**src/rtl/clock_ratio_detector_m_if.sv**
```systemverilog
// Bus bundle for the clock ratio detector: stimulus in, measurement results out.
interface clock_ratio_detector_m_if #(parameter int CNT_W = 4);
  logic             enable;
  logic             divclk_in;
  logic             rise_strobe;
  logic             fall_strobe;
  logic             locked;
  logic [CNT_W-1:0] period;
  logic [CNT_W-1:0] high_time;
  logic [1:0]       div_code;
  logic             err;
  logic             timeout;

  modport master (
    output enable, divclk_in,
    input  rise_strobe, fall_strobe, locked, period, high_time, div_code, err, timeout
  );

  modport slave (
    input  enable, divclk_in,
    output rise_strobe, fall_strobe, locked, period, high_time, div_code, err, timeout
  );
endinterface

```
**src/rtl/clock_ratio_detector_m.sv**
```systemverilog
// Measures a divided clock against clkin: edge strobes, period/high-time
// measurement, lock detection once the period is stable, and health pulses
// (err on period change while locked, timeout when the divided clock stalls).
module clock_ratio_detector_m #(
  parameter int CNT_W      = 4,
  parameter int LOCK_COUNT = 4
) (
  input logic                     clkin,
  input logic                     reset,
  clock_ratio_detector_m_if.slave bus
);
  localparam int MATCH_W = $clog2(LOCK_COUNT + 1);
  localparam logic [CNT_W-1:0] CNT_MAX = {CNT_W{1'b1}};

  typedef enum logic [1:0] {ST_IDLE, ST_MEASURE, ST_CONFIRM, ST_LOCKED} state_t;

  state_t             state;
  logic               s1, s2, s3;
  logic               rise, fall;
  logic               rise_q, fall_q;
  logic [CNT_W-1:0]   cnt, cand, period_q, high_time_q;
  logic [MATCH_W-1:0] match, match_nxt;
  logic               locked_q, err_q, timeout_q;
  logic [1:0]         div_code;

  assign rise      = s2 & ~s3;
  assign fall      = ~s2 & s3;
  assign match_nxt = match + MATCH_W'(1);

  // Synchronize divclk_in and register the edge strobes; chain runs even when disabled.
  always_ff @(posedge clkin or posedge reset) begin
    if (reset) begin
      s1     <= 1'b0;
      s2     <= 1'b0;
      s3     <= 1'b0;
      rise_q <= 1'b0;
      fall_q <= 1'b0;
    end else begin
      s1     <= bus.divclk_in;
      s2     <= s1;
      s3     <= s2;
      rise_q <= rise & bus.enable;
      fall_q <= fall & bus.enable;
    end
  end

  // Period counter, high-time capture and the lock FSM with its registered outputs.
  always_ff @(posedge clkin or posedge reset) begin
    if (reset) begin
      state       <= ST_IDLE;
      cnt         <= '0;
      cand        <= '0;
      match       <= '0;
      period_q    <= '0;
      high_time_q <= '0;
      locked_q    <= 1'b0;
      err_q       <= 1'b0;
      timeout_q   <= 1'b0;
    end else begin
      err_q     <= 1'b0;
      timeout_q <= 1'b0;
      if (!bus.enable) begin
        state    <= ST_IDLE;
        cnt      <= '0;
        locked_q <= 1'b0;
      end else begin
        // cnt value seen at a rise is the number of cycles since the previous rise
        if (rise)                  cnt <= CNT_W'(1);
        else if (state == ST_IDLE) cnt <= '0;
        else if (cnt != CNT_MAX)   cnt <= cnt + CNT_W'(1);

        if (fall && (state == ST_CONFIRM || state == ST_LOCKED))
          high_time_q <= cnt;

        // a rise coinciding with saturation is a valid (long) period, not a stall
        if (!rise && cnt == CNT_MAX && state != ST_IDLE) begin
          state     <= ST_IDLE;
          locked_q  <= 1'b0;
          timeout_q <= 1'b1;
        end else if (rise) begin
          case (state)
            ST_IDLE: state <= ST_MEASURE;
            ST_MEASURE: begin
              cand  <= cnt;
              match <= '0;
              state <= ST_CONFIRM;
            end
            ST_CONFIRM: begin
              if (cnt == cand) begin
                match <= match_nxt;
                if (match_nxt == MATCH_W'(LOCK_COUNT)) begin
                  state    <= ST_LOCKED;
                  locked_q <= 1'b1;
                  period_q <= cand;
                end
              end else begin
                cand  <= cnt;
                match <= '0;
              end
            end
            ST_LOCKED: begin
              if (cnt != period_q) begin
                err_q    <= 1'b1;
                locked_q <= 1'b0;
                cand     <= cnt;
                match    <= '0;
                state    <= ST_CONFIRM;
              end
            end
            default: state <= ST_IDLE;
          endcase
        end
      end
    end
  end

  // Divide code only reported while locked; period keeps its last locked value.
  always_comb begin
    div_code = 2'b00;
    if (locked_q) begin
      case (period_q)
        CNT_W'(2): div_code = 2'b01;
        CNT_W'(4): div_code = 2'b10;
        CNT_W'(8): div_code = 2'b11;
        default:   div_code = 2'b00;
      endcase
    end
  end

  assign bus.rise_strobe = rise_q;
  assign bus.fall_strobe = fall_q;
  assign bus.locked      = locked_q;
  assign bus.period      = period_q;
  assign bus.high_time   = high_time_q;
  assign bus.div_code    = div_code;
  assign bus.err         = err_q;
  assign bus.timeout     = timeout_q;
endmodule
```
**src/flat_wrapper.sv**
```systemverilog
// flat-port wrapper written by rule: the top's interface ports become plain ports
module clock_ratio_detector_m_flat 
#(
  parameter int CNT_W      = 4,
  parameter int LOCK_COUNT = 4
)
  (clkin, reset, bus_enable, bus_divclk_in, bus_rise_strobe, bus_fall_strobe, bus_locked, bus_period, bus_high_time, bus_div_code, bus_err, bus_timeout);
  clock_ratio_detector_m_if #(.CNT_W(CNT_W)) bus_i ();
  input logic clkin;
  input logic reset;
  input wire logic [$bits(bus_i.enable)-1:0] bus_enable;
  input wire logic [$bits(bus_i.divclk_in)-1:0] bus_divclk_in;
  output wire logic [$bits(bus_i.rise_strobe)-1:0] bus_rise_strobe;
  output wire logic [$bits(bus_i.fall_strobe)-1:0] bus_fall_strobe;
  output wire logic [$bits(bus_i.locked)-1:0] bus_locked;
  output wire logic [$bits(bus_i.period)-1:0] bus_period;
  output wire logic [$bits(bus_i.high_time)-1:0] bus_high_time;
  output wire logic [$bits(bus_i.div_code)-1:0] bus_div_code;
  output wire logic [$bits(bus_i.err)-1:0] bus_err;
  output wire logic [$bits(bus_i.timeout)-1:0] bus_timeout;
  assign bus_i.enable = bus_enable;
  assign bus_i.divclk_in = bus_divclk_in;
  assign bus_rise_strobe = bus_i.rise_strobe;
  assign bus_fall_strobe = bus_i.fall_strobe;
  assign bus_locked = bus_i.locked;
  assign bus_period = bus_i.period;
  assign bus_high_time = bus_i.high_time;
  assign bus_div_code = bus_i.div_code;
  assign bus_err = bus_i.err;
  assign bus_timeout = bus_i.timeout;
  clock_ratio_detector_m #(.CNT_W(CNT_W), .LOCK_COUNT(LOCK_COUNT)) u_core (.clkin(clkin), .reset(reset), .bus(bus_i));
endmodule
```
**config.mk**
```make
export PLATFORM = sky130hd
export DESIGN_NAME = clock_ratio_detector_m_flat
export DESIGN_NICKNAME = d
export VERILOG_FILES = /design/src/rtl/clock_ratio_detector_m_if.sv /design/src/rtl/clock_ratio_detector_m.sv /design/src/flat_wrapper.sv
export SDC_FILE = /design/constraint.sdc
export NUM_CORES = 1
export LEC_CHECK = 0
export CELL_PAD_IN_SITES_DETAIL_PLACEMENT = 2
export CELL_PAD_IN_SITES_GLOBAL_PLACEMENT = 2
export CORE_AREA = 2 2 91 49
export DETAILED_ROUTE_END_ITERATION = 8
export DIE_AREA = 0 0 93 51
export GPL_TIMING_DRIVEN = 0
export PLACE_DENSITY = 0.84
export SYNTH_ARGS = -nofsm -noshare
export SYNTH_HDL_FRONTEND = slang
export SYNTH_SLANG_ARGS = --single-unit
```
**constraint.sdc**
```tcl
create_clock -name clkin -period 5.15 [get_ports clkin]
set_input_delay 1.03 -clock clkin [delete_from_list [all_inputs] [get_ports clkin]]
set_output_delay 1.03 -clock clkin [all_outputs]
set_load 0.02 [all_outputs]
```
Word-level counts from Yosys, hierarchy flattened:

Index checks and enable logic that the tools add are counted.

* $add $sub $neg: 2
* equality and inequality tests: 19
* multiplexer cells: 33
* bitwise logic cells: 7
* reduce and logical (&&, ||, !) cells: 14

Operators by type and width (count)
* $mux W4: 6
* $ne A4 B4 Y1 const B: 4
* $mux W2: 7
* $mux W1: 13
* $pmux W4 S3: 1
* $reduce_and A6 Y1: 2
* $reduce_and A5 Y1: 2
* $pmux W3 S3: 1
* $eq A4 B4 Y1 const B: 2
* $ne A4 B1 Y1 const B: 2
* $pmux W2 S4: 1
* $mux W3: 2
* $pmux W2 S3: 1
* $add A4 B1 Y4 const B: 1
* $and A1 B1 Y1: 4
* $eq A2 B2 Y1 const B: 2
* $eq A4 B2 Y1 const B: 1
* $eq A4 B3 Y1 const B: 1
* $eq A4 B4 Y1: 1
* $ne A2 B2 Y1 const B: 2
* $ne A4 B4 Y1: 1
* $reduce_and A4 Y1: 1
* $add A3 B1 Y3 const B: 1
* $eq A3 B3 Y1 const B: 1
* other kinds (11): 15

* register bits: 29
* bits of input ports: 4
* output and inout bits: 15
* word-level logic and storage cells: 89

Logic depth before layout (Yosys ltp):

Gate-level depths: netlist (run 1).

* depth after elaboration: 8
* mapped depth: 6
* depth with buffers taken out: 5

Worst setup path before layout (run 1):

Ideal clock, no wire load.

* kind: flip-flop to output port
* start point: register u_core.period_q[3] (netlist: u_core.bus.period[3])
* end point: output port bus_div_code[0]
* data arrival time: 1151 ps
* slack: 2969 ps
* stages on the path, launching flop included: 3
* cell sequence: dfrtp_1 > xnor2_1 > nor3_1

* cells in the longest elaborated chain, start to end: 3
* elaborated cells between the ends (all ways): 5
* those cells by class: eq/ne: 3; mux: 2

Ends and longest elaborated chain
* start, declared: line clock_ratio_detector_m.sv:21 `logic [CNT_W-1:0] cnt, cand, period_q, high_time_q;`
* start signal, assigned: line clock_ratio_detector_m.sv:94 `period_q <= cand;`
* $eq A4 B4 Y1, or another cell as far along: line clock_ratio_detector_m.sv:121 `case (period_q)`
* $pmux W2 S3 *: line clock_ratio_detector_m.sv:121
* $mux W2 *: line clock_ratio_detector_m.sv:120 `if (locked_q) begin`
* end, declared: line flat_wrapper.sv:18 `output wire logic [$bits(bus_i.div_code)-1:0] bus_div_code;`

Mark *: on every way between the ends. The rest lies on a longest branch, timed or not.

Worst setup path after layout (run 1):

* start point: input port bus_enable
* end point: register u_core.period_q[1] (netlist: u_core.bus.period[1])

* cells in the longest elaborated chain, start to end: 1

Ends and longest elaborated chain
* start, declared: line flat_wrapper.sv:11 `input wire logic [$bits(bus_i.enable)-1:0] bus_enable;`
* $reduce_and A6 Y1 (no line)

No other way between the ends.
A chain may end at the register's enable or synchronous reset.

==> results of run 1 <==
[cell usage in the layout (no fill, tap or decap), types with 4 or more instances in the layout]
cell	instances
xnor2_1	4
nor2_1	11
mux2_4	4
nor3_1	5
dfrtp_1	29
inv_1	4
nand2_1	6
mux2_2	8
o21ai_0	4
clkbuf_8	6
clkdlybuf4s50_1	18
xor2_1	8
[flip-flops by register name, indices dropped and copies added, names as in the netlist]
signal	cells
u_core.s1	1
u_core.bus.timeout	1
u_core.s2	1
u_core.bus.high_time	4
u_core.cand	4
u_core.s3	1
u_core.bus.rise_strobe	1
u_core.bus.fall_strobe	1
u_core.bus.locked	1
u_core.bus.period	4
u_core.bus.err	1
u_core.cnt	4
u_core.state	2
u_core.match	3
[per-stage QoR]
stage          std cells  util [%]  cell area (sq um)  total power, mW  worst slack [ns]
2_1_floorplan        126         -               1450            0.287              2.97
3_3_place_gp         201      41.8               1710            0.301              2.23
3_5_place_dp         201      41.8               1710            0.307              2.14
4_1_cts              208      43.9               1790            0.500              2.36
5_1_grt              208      43.9               1790            0.516              2.31
6_report             208      43.9               1790            0.495              2.40
[path summary, 6_finish.rpt]
| check | to | slack (ns) | cells past startpoint |
|---|---|---|---|
| worst min register to register | u_core.s2$_DFF_PP0_ | 0.35 | 0 |
| min in group asynchronous | u_core.s1$_DFF_PP0_ | 1.34 | 2 |
| max in group asynchronous | u_core.match[2]$_DFFE_PP0P_ | 3.14 | 2 |
| worst max register to register | u_core.cand[2]$_DFFE_PP0P_ | 3.07 | 5 |
| worst max-delay path | u_core.bus.period[1]$_DFFE_PP0P_ | 2.40 | 6 |
| worst min-delay path | u_core.s2$_DFF_PP0_ | 0.35 | 0 |
[cell families after synthesis]
family,count (synthesis)
simple gates,41
flops,29
compound gates,16
mux,15
buf+inv,10
fa+ha+maj,3
xor+xnor,12
[power groups by stage]
stage               Combinational, mW  Clock (mW)  Sequential, mW
finish                         0.0557       0.192           0.247
global route                   0.0617       0.207           0.248
CTS                            0.0565       0.196           0.247
detailed placement             0.0559           0           0.251
global placement               0.0514           0           0.249
floorplan                      0.0378           0           0.250
[cell type report]
cell class | count | area [sq um] | area share, %
sequential | 29 | 726 | 40.5
multi-input combinational | 87 | 663 | 37.0
timing repair buffer | 18 | 180 | 10.1
clock buffer | 7 | 86.3 | 4.82
tap | 57 | 71.3 | 3.98
buffer | 6 | 50.0 | 2.79
inverter | 4 | 15.0 | 0.838
[per-layer routing]
metal  up-vias  global-route usage [%]  wire [um]
met3         7                    4.72        128
met2        23                    29.1       1710
met1       521                    21.8       1720
met5         -                       0          0
met4         0                    6.62         53
li1        484                       -          -
==> impl_metrics.json, run 1 <==
{
  "antenna_found_initial": 0,
  "critical-path-top-delay-family": "simple AND/OR/NAND/NOR gates",
  "grt_pass1_vias": 1203,
  "wl_mm": 3.61,
  "reg2reg_from": "u_core.cnt[1]$_DFFE_PP0P_",
  "nFillCells": 429,
  "setup_tns_ns": 0,
  "yosysMostFrequentCell": "dfrtp_1",
  "antenna_cells": 0,
  "grt_usage_pct": 17.4,
  "synth_xor_area_share_pct": 7.23,
  "end_kind": "register",
  "via_count": 1035,
  "die_h_um": 51,
  "initial_utilization_pct": 35.6,
  "clk_pin_slew_ns": 0.06,
  "drt-wirelength-per-cell_um": 17.4,
  "outcome": "complete, no violations",
  "whs_ns": 0.354,
  "min_path_type": "register to register",
  "cp-startpoint": "bus_enable",
  "drc": 0,
  "area_delta_synth_final_pct": 23.2,
  "fp.dieW_um": 93,
  "synth_top_area_share_pct": 49.9,
  "grt_pass1_wl_mm": 6.09,
  "clk_latency_ns": 0.28,
  "path_cells": "clkdlybuf4s50_1 -> nand3b_1 -> nor4b_1 -> and2_1 -> buf_6 -> mux2_4",
  "hold_buffers": 0,
  "dp_hpwl_mm": 2.68,
  "cpMaxStageDelayCell": "clkdlybuf4s50_1",
  "synthFlopType": "dfrtp_1",
  "place.gp.congestion": 0.778,
  "cts_setup_buffers": 0,
  "drtIter0Drc": 19,
  "synth.ff_latch_count": 29,
  "synth_top_family_by_area": "simple AND/OR/NAND/NOR gates",
  "p_leak_nw": 0.852,
  "clock_sinks": 29,
  "synth-seq-area-share_pct": 49.9,
  "synth-simple-area-share_pct": 15.9,
  "ys_top_cells_by_count": "dfrtp_1 (29), nor2_1 (11), mux2_2 (8), xor2_1 (8), nand2_1 (6)",
  "fin_crit_sh_pct": 53.4,
  "syn_nets": 133,
  "nets": 158,
  "die-area_sq_um": 4740,
  "hold_viol": 0,
  "maxCapViolations": 0,
  "p_int_mw": 0.366,
  "cts_resized": 0,
  "p_sw_mw": 0.129,
  "grt_max_degree": 30,
  "cp.required_ns": 5.32,
  "power_frac_seq_pct": 49.9,
  "power_frac_comb_pct": 11.3,
  "port_buffers": 18,
  "cts_max_level": 2,
  "synth.largest_area_cell": "dfrtp_1",
  "cp.arrival_ns": 2.92,
  "ys.warnings.count": 0,
  "tritoncts": "built",
  "clockRootBuffer": "clkbuf_8",
  "ios": 19,
  "crit_type": "primary input to register",
  "sw_frac_of_total_pct": 26.1,
  "rsz0062_at_grt": "no",
  "final_antenna_net_count": 0,
  "async_flop_share_pct": 100,
  "hold_start": "u_core.s1$_DFF_PP0_",
  "gr-total-overflow": 0,
  "ir_drop_mv": 0.135,
  "start_kind": "primary input",
  "synth_area_leaders": "dfrtp_1 (50%), mux2_2 (6.2%), xor2_1 (4.8%), mux2_4 (4.1%), nor2_1 (2.8%)",
  "p_per_area_nw_per_um2": 276,
  "viasPerCell": 4.98,
  "syn_area_sq_um": 1450,
  "drive_gt1_share_pct": 17.9,
  "syn_inst": 126,
  "layout_min_cycle_time_ns": 2.75,
  "crit_buf_inv": 2,
  "relSlewSlack_pct": 25.2,
  "fmax_ghz": 0.364,
  "clockBufferDepth": 2,
  "setup_violations": 0,
  "synth_cell_types": 35,
  "p_clk_share_pct": 38.9,
  "worst_pin_slew_ns": 1.12,
  "synth-adder-area-share_pct": 2.58,
  "synthMuxAreaShare_pct": 12.5,
  "synth_edf_count": 0,
  "synth-compound-area-share_pct": 7.40,
  "slowest_delay_ns": 0.59,
  "core-area_sq_um": 4080,
  "fin_skew_ns": 0.00494,
  "crit_fanout": 6,
  "drv_slew": 0,
  "synth_area_per_cell_sq_um": 11.5,
  "dr.pass1.iters": 2,
  "cts_buffers": 5,
  "rows": 17
}
Power figures use the tool's default switching activity.
==> run 2: changes to the inputs <==
--- a/config.mk
+++ b/config.mk
@@ -7,11 +7,11 @@
 export LEC_CHECK = 0
 export CELL_PAD_IN_SITES_DETAIL_PLACEMENT = 2
 export CELL_PAD_IN_SITES_GLOBAL_PLACEMENT = 2
-export CORE_AREA = 2 2 91 49
+export CORE_AREA = 2 2 93 50
 export DETAILED_ROUTE_END_ITERATION = 8
-export DIE_AREA = 0 0 93 51
+export DIE_AREA = 0 0 95 52
 export GPL_TIMING_DRIVEN = 0
-export PLACE_DENSITY = 0.84
+export PLACE_DENSITY = 0.81
 export SYNTH_ARGS = -nofsm -noshare
 export SYNTH_HDL_FRONTEND = slang
 export SYNTH_SLANG_ARGS = --single-unit
==> constraint.sdc (replaced) <==
create_clock -name clkin -period 2.55 [get_ports clkin]
set_input_delay 0.51 -clock clkin [delete_from_list [all_inputs] [get_ports clkin]]
set_output_delay 0.51 -clock clkin [all_outputs]
set_load 0.02 [all_outputs]
==> run 2 against run 1 <==
Sequential power increased by 100%. Sequential share of layout area increased by 0.14 points. Via count decreased by 1.1%. Setup slack got worse by 2.2 ns. Design area decreased by 0.35%. Non-clock buffer count unchanged. Routed wire length decreased by 0.61%.
==> impl_metrics.json, run 2 (synthesis results as in run 1) <==
{
  "outcome": "complete, no violations",
  "grt_usage_pct": 17.2,
  "fp.dieW_um": 95,
  "p_leak_nw": 0.847,
  "die_h_um": 52,
  "cts_setup_buffers": 0,
  "via_count": 1024,
  "cts_resized": 0,
  "grt_pass1_vias": 1131,
  "grt_max_degree": 30,
  "port_buffers": 18,
  "nets": 158,
  "hold_buffers": 0,
  "fmax_ghz": 0.434,
  "sw_frac_of_total_pct": 26.5,
  "reg2reg_from": "u_core.match[0]$_DFFE_PP0P_",
  "place.gp.congestion": 0.766,
  "maxCapViolations": 0,
  "wl_mm": 3.59,
  "whs_ns": 0.348,
  "grt_pass1_wl_mm": 6.10,
  "drive_gt1_share_pct": 17.1,
  "core-area_sq_um": 4190,
  "antenna_found_initial": 0,
  "layout_setup_ws_ns": 0.243,
  "final_cell_mix": "dfrtp_1 (29), clkdlybuf4s50_1 (18), nor2_1 (11), xor2_1 (8), mux2_2 (8)",
  "p_clk_share_pct": 37.6,
  "initial_utilization_pct": 34.7,
  "hold_viol": 0,
  "end_kind": "register",
  "clockBufferDepth": 2,
  "viasPerCell": 4.90,
  "clk_latency_ns": 0.28,
  "p_sw_mw": 0.259,
  "cts_max_level": 2,
  "worst-path-stages": 6,
  "crit_fanout": 6,
  "fin_crit_sh_pct": 90.5,
  "p_per_area_nw_per_um2": 547,
  "dr.pass1.iters": 2,
  "slowest_delay_ns": 0.58,
  "fin_util_pct": 42.6,
  "clockRootBuffer": "clkbuf_8",
  "gr-total-overflow": 0,
  "area_delta_synth_final_pct": 22.8,
  "rsz0062_at_grt": "no",
  "path_cells": "clkdlybuf4s50_1 -> nand3b_1 -> nor4b_1 -> and2_1 -> buf_6 -> mux2_4",
  "r2r_cells": 6,
  "drt-wirelength-per-cell_um": 17.2,
  "critPathCapture": "u_core.bus.period[1]$_DFFE_PP0P_",
  "crit_buf_inv": 2,
  "antenna_cells": 0,
  "critical-path-top-delay-family": "simple AND/OR/NAND/NOR gates",
  "clk_pin_slew_ns": 0.06,
  "final_antenna_net_count": 0,
  "r2r_slack_ns": 0.46,
  "min_path_type": "register to register",
  "cp.arrival_ns": 2.47,
  "cp-startpoint": "bus_enable",
  "relSlewSlack_pct": 24.4,
  "power_frac_comb_pct": 11.4,
  "dp_hpwl_mm": 2.67,
  "clock_sinks": 29,
  "drc": 0,
  "worst_pin_slew_ns": 1.13,
  "rows": 17,
  "seqCellArea_sq_um": 726,
  "cpMaxStageDelayCell": "clkdlybuf4s50_1",
  "tritoncts": "built",
  "crit_type": "primary input to register",
  "die-area_sq_um": 4940,
  "final_common_cell": "dfrtp_1",
  "start_kind": "primary input",
  "layout_min_cycle_time_ns": 2.31,
  "post-place-ws_ns": -0.00755,
  "nFillCells": 417,
  "fin_skew_ns": 0.00409,
  "worstReg2RegEnd": "u_core.bus.period[1]$_DFFE_PP0P_",
  "p_int_mw": 0.718,
  "cts_buffers": 5,
  "ir_drop_mv": 0.276,
  "cp.required_ns": 2.72,
  "ios": 19,
  "setup_violations": 0,
  "drtIter0Drc": 16,
  "power_frac_seq_pct": 51.0,
  "drv_slew": 0,
  "multi_input_comb_area_sq_um": 663
}
-- run 2: changes by cell type in the layout (fill, tap and decap cells not counted) --
| cell | previous run | this run |
|---|---|---|
| clkbuf_8 | 6 | 5 |
| clkbuf_1 | 1 | 3 |
-- run 2: worst min-delay path by stage --
stage | start | endpoint | slack (ns) | depth (start not counted)
3_3_place_gp | u_core.s1$_DFF_PP0_ | u_core.s2$_DFF_PP0_ | 0.33 | 0
4_1_cts | u_core.s1$_DFF_PP0_ | u_core.s2$_DFF_PP0_ | 0.35 | 0
3_5_place_dp | u_core.s1$_DFF_PP0_ | u_core.s2$_DFF_PP0_ | 0.34 | 0
5_1_grt | u_core.s1$_DFF_PP0_ | u_core.s2$_DFF_PP0_ | 0.37 | 0
2_1_floorplan | u_core.s1$_DFF_PP0_ | u_core.s2$_DFF_PP0_ | 0.33 | 0
6_report | u_core.s1$_DFF_PP0_ | u_core.s2$_DFF_PP0_ | 0.35 | 0
-- run 2: power groups by stage --
stage | clock [mW] | combinational (mW) | sequential (mW)
floorplan | 0 | 0.0763 | 0.504
global placement | 0 | 0.104 | 0.503
detailed placement | 0 | 0.113 | 0.507
CTS | 0.376 | 0.113 | 0.498
global route | 0.404 | 0.123 | 0.501
finish | 0.368 | 0.112 | 0.498
-- run 2: through the flow --
step	setup TNS [ns]	total power, mW	instance area (sq um)	instances
after floorplan	0	0.580	1450	126
after global placement	0	0.607	1710	201
after detailed placement	-0.00755	0.620	1710	201
after CTS	0	0.988	1790	209
after global routing	0	1.03	1790	209
final	0	0.977	1790	209
-- run 2: final cells by class --
class,instances,share of cell area (%)
inverter,4,0.841
clock buffer,8,4.48
tap,57,3.99
timing repair buffer,18,10.1
multi-input combinational,87,37.1
buffer,6,2.80
sequential,29,40.6
-- run 2: layer usage --
layer,share of wire [%],vias up,track usage (%),routed length [um]
met5,0,-,0,0
met4,0.39,0,3.62,14
met3,4.7,4,6.23,167
met2,46,22,27.8,1650
met1,49,514,22.4,1760
li1,-,484,-,-
==> run 3: changes to the inputs <==
--- a/config.mk
+++ b/config.mk
@@ -7,11 +7,11 @@
 export LEC_CHECK = 0
 export CELL_PAD_IN_SITES_DETAIL_PLACEMENT = 2
 export CELL_PAD_IN_SITES_GLOBAL_PLACEMENT = 2
-export CORE_AREA = 2 2 93 50
+export CORE_AREA = 2 2 111 59
 export DETAILED_ROUTE_END_ITERATION = 8
-export DIE_AREA = 0 0 95 52
+export DIE_AREA = 0 0 113 61
 export GPL_TIMING_DRIVEN = 0
-export PLACE_DENSITY = 0.81
+export PLACE_DENSITY = 0.61
 export SYNTH_ARGS = -nofsm -noshare
 export SYNTH_HDL_FRONTEND = slang
 export SYNTH_SLANG_ARGS = --single-unit
==> run 3 against run 2 <==
The flow now finishes with violations (DRC). Design area grew 4.6%. Sequential power is essentially flat. Clock-buffer cell count is the same. Setup slack gained 0.066 ns. First-iteration DRC count shrank 13%. Highest routed layer unchanged. Final cell count grew 9.6%. Largest power group is now clock. Worst hold slack gained 0.012 ns. Critical path depth shrank 3. Clock power grew 50%. Sequential share of layout area shrank 1.8 points.
==> impl_metrics.json, run 3 (synthesis results as in run 1) <==
{
  "grt_pass1_wl_mm": 6.53,
  "setup_tns_ns": 0,
  "drtIter0Drc": 14,
  "power_frac_seq_pct": 42.8,
  "p_per_area_nw_per_um2": 623,
  "multi_input_comb_area_sq_um": 663,
  "dr.pass1.iters": 5,
  "clk_pin_slew_ns": 0.05,
  "final_cell_mix": "dfrtp_1 (29), clkdlybuf4s50_1 (18), nor2_1 (11), xor2_1 (8), mux2_2 (8)",
  "fin_skew_ns": 0.00396,
  "nFillCells": 633,
  "p_clk_share_pct": 47.4,
  "clock_sinks": 29,
  "seqCellArea_sq_um": 726,
  "drc": 1,
  "total_power_mw": 1.16,
  "core-area_sq_um": 5910,
  "ios": 19,
  "fin_crit_sh_pct": 87.9,
  "final_common_cell": "dfrtp_1",
  "dp_hpwl_mm": 2.83,
  "relSlewSlack_pct": 22.7,
  "end_kind": "output port",
  "area_delta_synth_final_pct": 28.4,
  "layout_min_cycle_time_ns": 2.24,
  "final_antenna_net_count": 0,
  "cp.arrival_ns": 1.73,
  "cts_max_level": 2,
  "p_int_mw": 0.888,
  "wl_mm": 3.76,
  "fin_util_pct": 31.6,
  "rsz0062_at_grt": "no",
  "viasPerCell": 4.55,
  "drv_slew": 0,
  "dp.cells": 221,
  "worst_pin_slew_ns": 1.16,
  "grt_usage_pct": 12.8,
  "place.gp.congestion": 0.772,
  "hold_buffers": 0,
  "start_kind": "register",
  "p_leak_nw": 0.873,
  "port_buffers": 18,
  "antenna_found_initial": 0,
  "cp.required_ns": 2.04,
  "clockRootBuffer": "clkbuf_16",
  "antenna_cells": 0,
  "drt-wirelength-per-cell_um": 16.4,
  "cts_setup_buffers": 0,
  "clk_latency_ns": 0.27,
  "rows": 20,
  "die_h_um": 61,
  "min_path_type": "register to register",
  "cts_buffers": 5,
  "instances_no_fill": 229,
  "clockBufferDepth": 2,
  "power_frac_comb_pct": 9.8,
  "crit_type": "register to output port",
  "outcome": "finished with violations",
  "hold_viol": 0,
  "violations": "DRC",
  "die-area_sq_um": 6890,
  "ir_drop_mv": 0.222,
  "met2_length_mm": 1.69,
  "via_count": 1042,
  "grt_pass1_vias": 1189,
  "met3WireLength_um": 175,
  "tritoncts": "built",
  "drt-met1-wl_mm": 1.85,
  "highest_layer": "met4",
  "nets": 158,
  "gr-total-overflow": 0,
  "initial_utilization_pct": 24.6,
  "fmax_ghz": 0.446,
  "sw_frac_of_total_pct": 23.7,
  "maxCapViolations": 0,
  "setup_violations": 0,
  "fp.dieW_um": 113,
  "cts_resized": 0,
  "grt_max_degree": 30,
  "drive_gt1_share_pct": 17.1,
  "p_sw_mw": 0.276,
  "crit_fanout": 4
}
[run 3: cell counts in the layout (fill, tap and decap cells not counted)]
Identical to the previous run, type by type.
[run 3: per-layer routing]
layer	GRT usage, %	up-vias
met4	3.48	0
met5	0	-
met1	16.3	523
met2	21.5	25
li1	-	486
met3	4.20	8
[run 3: worst paths after layout]
check / slack, ns / endpoint / start / cells after the start
worst max register to register: 0.51 / u_core.cand[0]$_DFFE_PP0P_ / u_core.cnt[0]$_DFFE_PP0P_ / 5
min in group asynchronous: 0.85 / u_core.match[0]$_DFFE_PP0P_ / reset / 2
max in group asynchronous: 1.01 / u_core.bus.period[3]$_DFFE_PP0P_ / reset / 2
worst min-delay path: 0.36 / u_core.s2$_DFF_PP0_ / u_core.s1$_DFF_PP0_ / 0
worst max-delay path: 0.31 / bus_div_code[1] / u_core.bus.period[0]$_DFFE_PP0P_ / 3
worst min register to register: 0.36 / u_core.s2$_DFF_PP0_ / u_core.s1$_DFF_PP0_ / 0
[run 3: worst max-delay path, stage by stage (launching register included)]
cell             delay [ns]
dfrtp_1                0.43
nand2b_1               0.20
nor3_1                 0.20
clkdlybuf4s50_1        0.63
[run 3: power by group through the flow]
stage	clock, mW	sequential [mW]	combinational (mW)
6_report	0.551	0.499	0.114
5_1_grt	0.601	0.501	0.129
4_1_cts	0.579	0.498	0.116
3_5_place_dp	0	0.506	0.115
3_3_place_gp	0	0.504	0.107
2_1_floorplan	0	0.504	0.0763
[run 3: metrics by stage]
| stage | worst slack [ns] | hold WS (ns) | instance area (sq um) |
|---|---|---|---|
| 6_report | 0.310 | 0.360 | 1870 |
| 5_1_grt | 0.224 | 0.368 | 1870 |
| 4_1_cts | 0.278 | 0.360 | 1870 |
| 3_5_place_dp | 0.0564 | 0.349 | 1730 |
| 3_3_place_gp | 0.109 | 0.334 | 1730 |
| 2_1_floorplan | 0.743 | 0.331 | 1450 |
[run 3: final cells by class]
| class | instances | area share, % |
|---|---|---|
| inverter | 4 | 0.804 |
| tap | 77 | 5.16 |
| multi-input combinational | 87 | 35.5 |
| timing repair buffer | 18 | 9.65 |
| buffer | 6 | 2.68 |
| sequential | 29 | 38.9 |
| clock buffer | 8 | 7.31 |
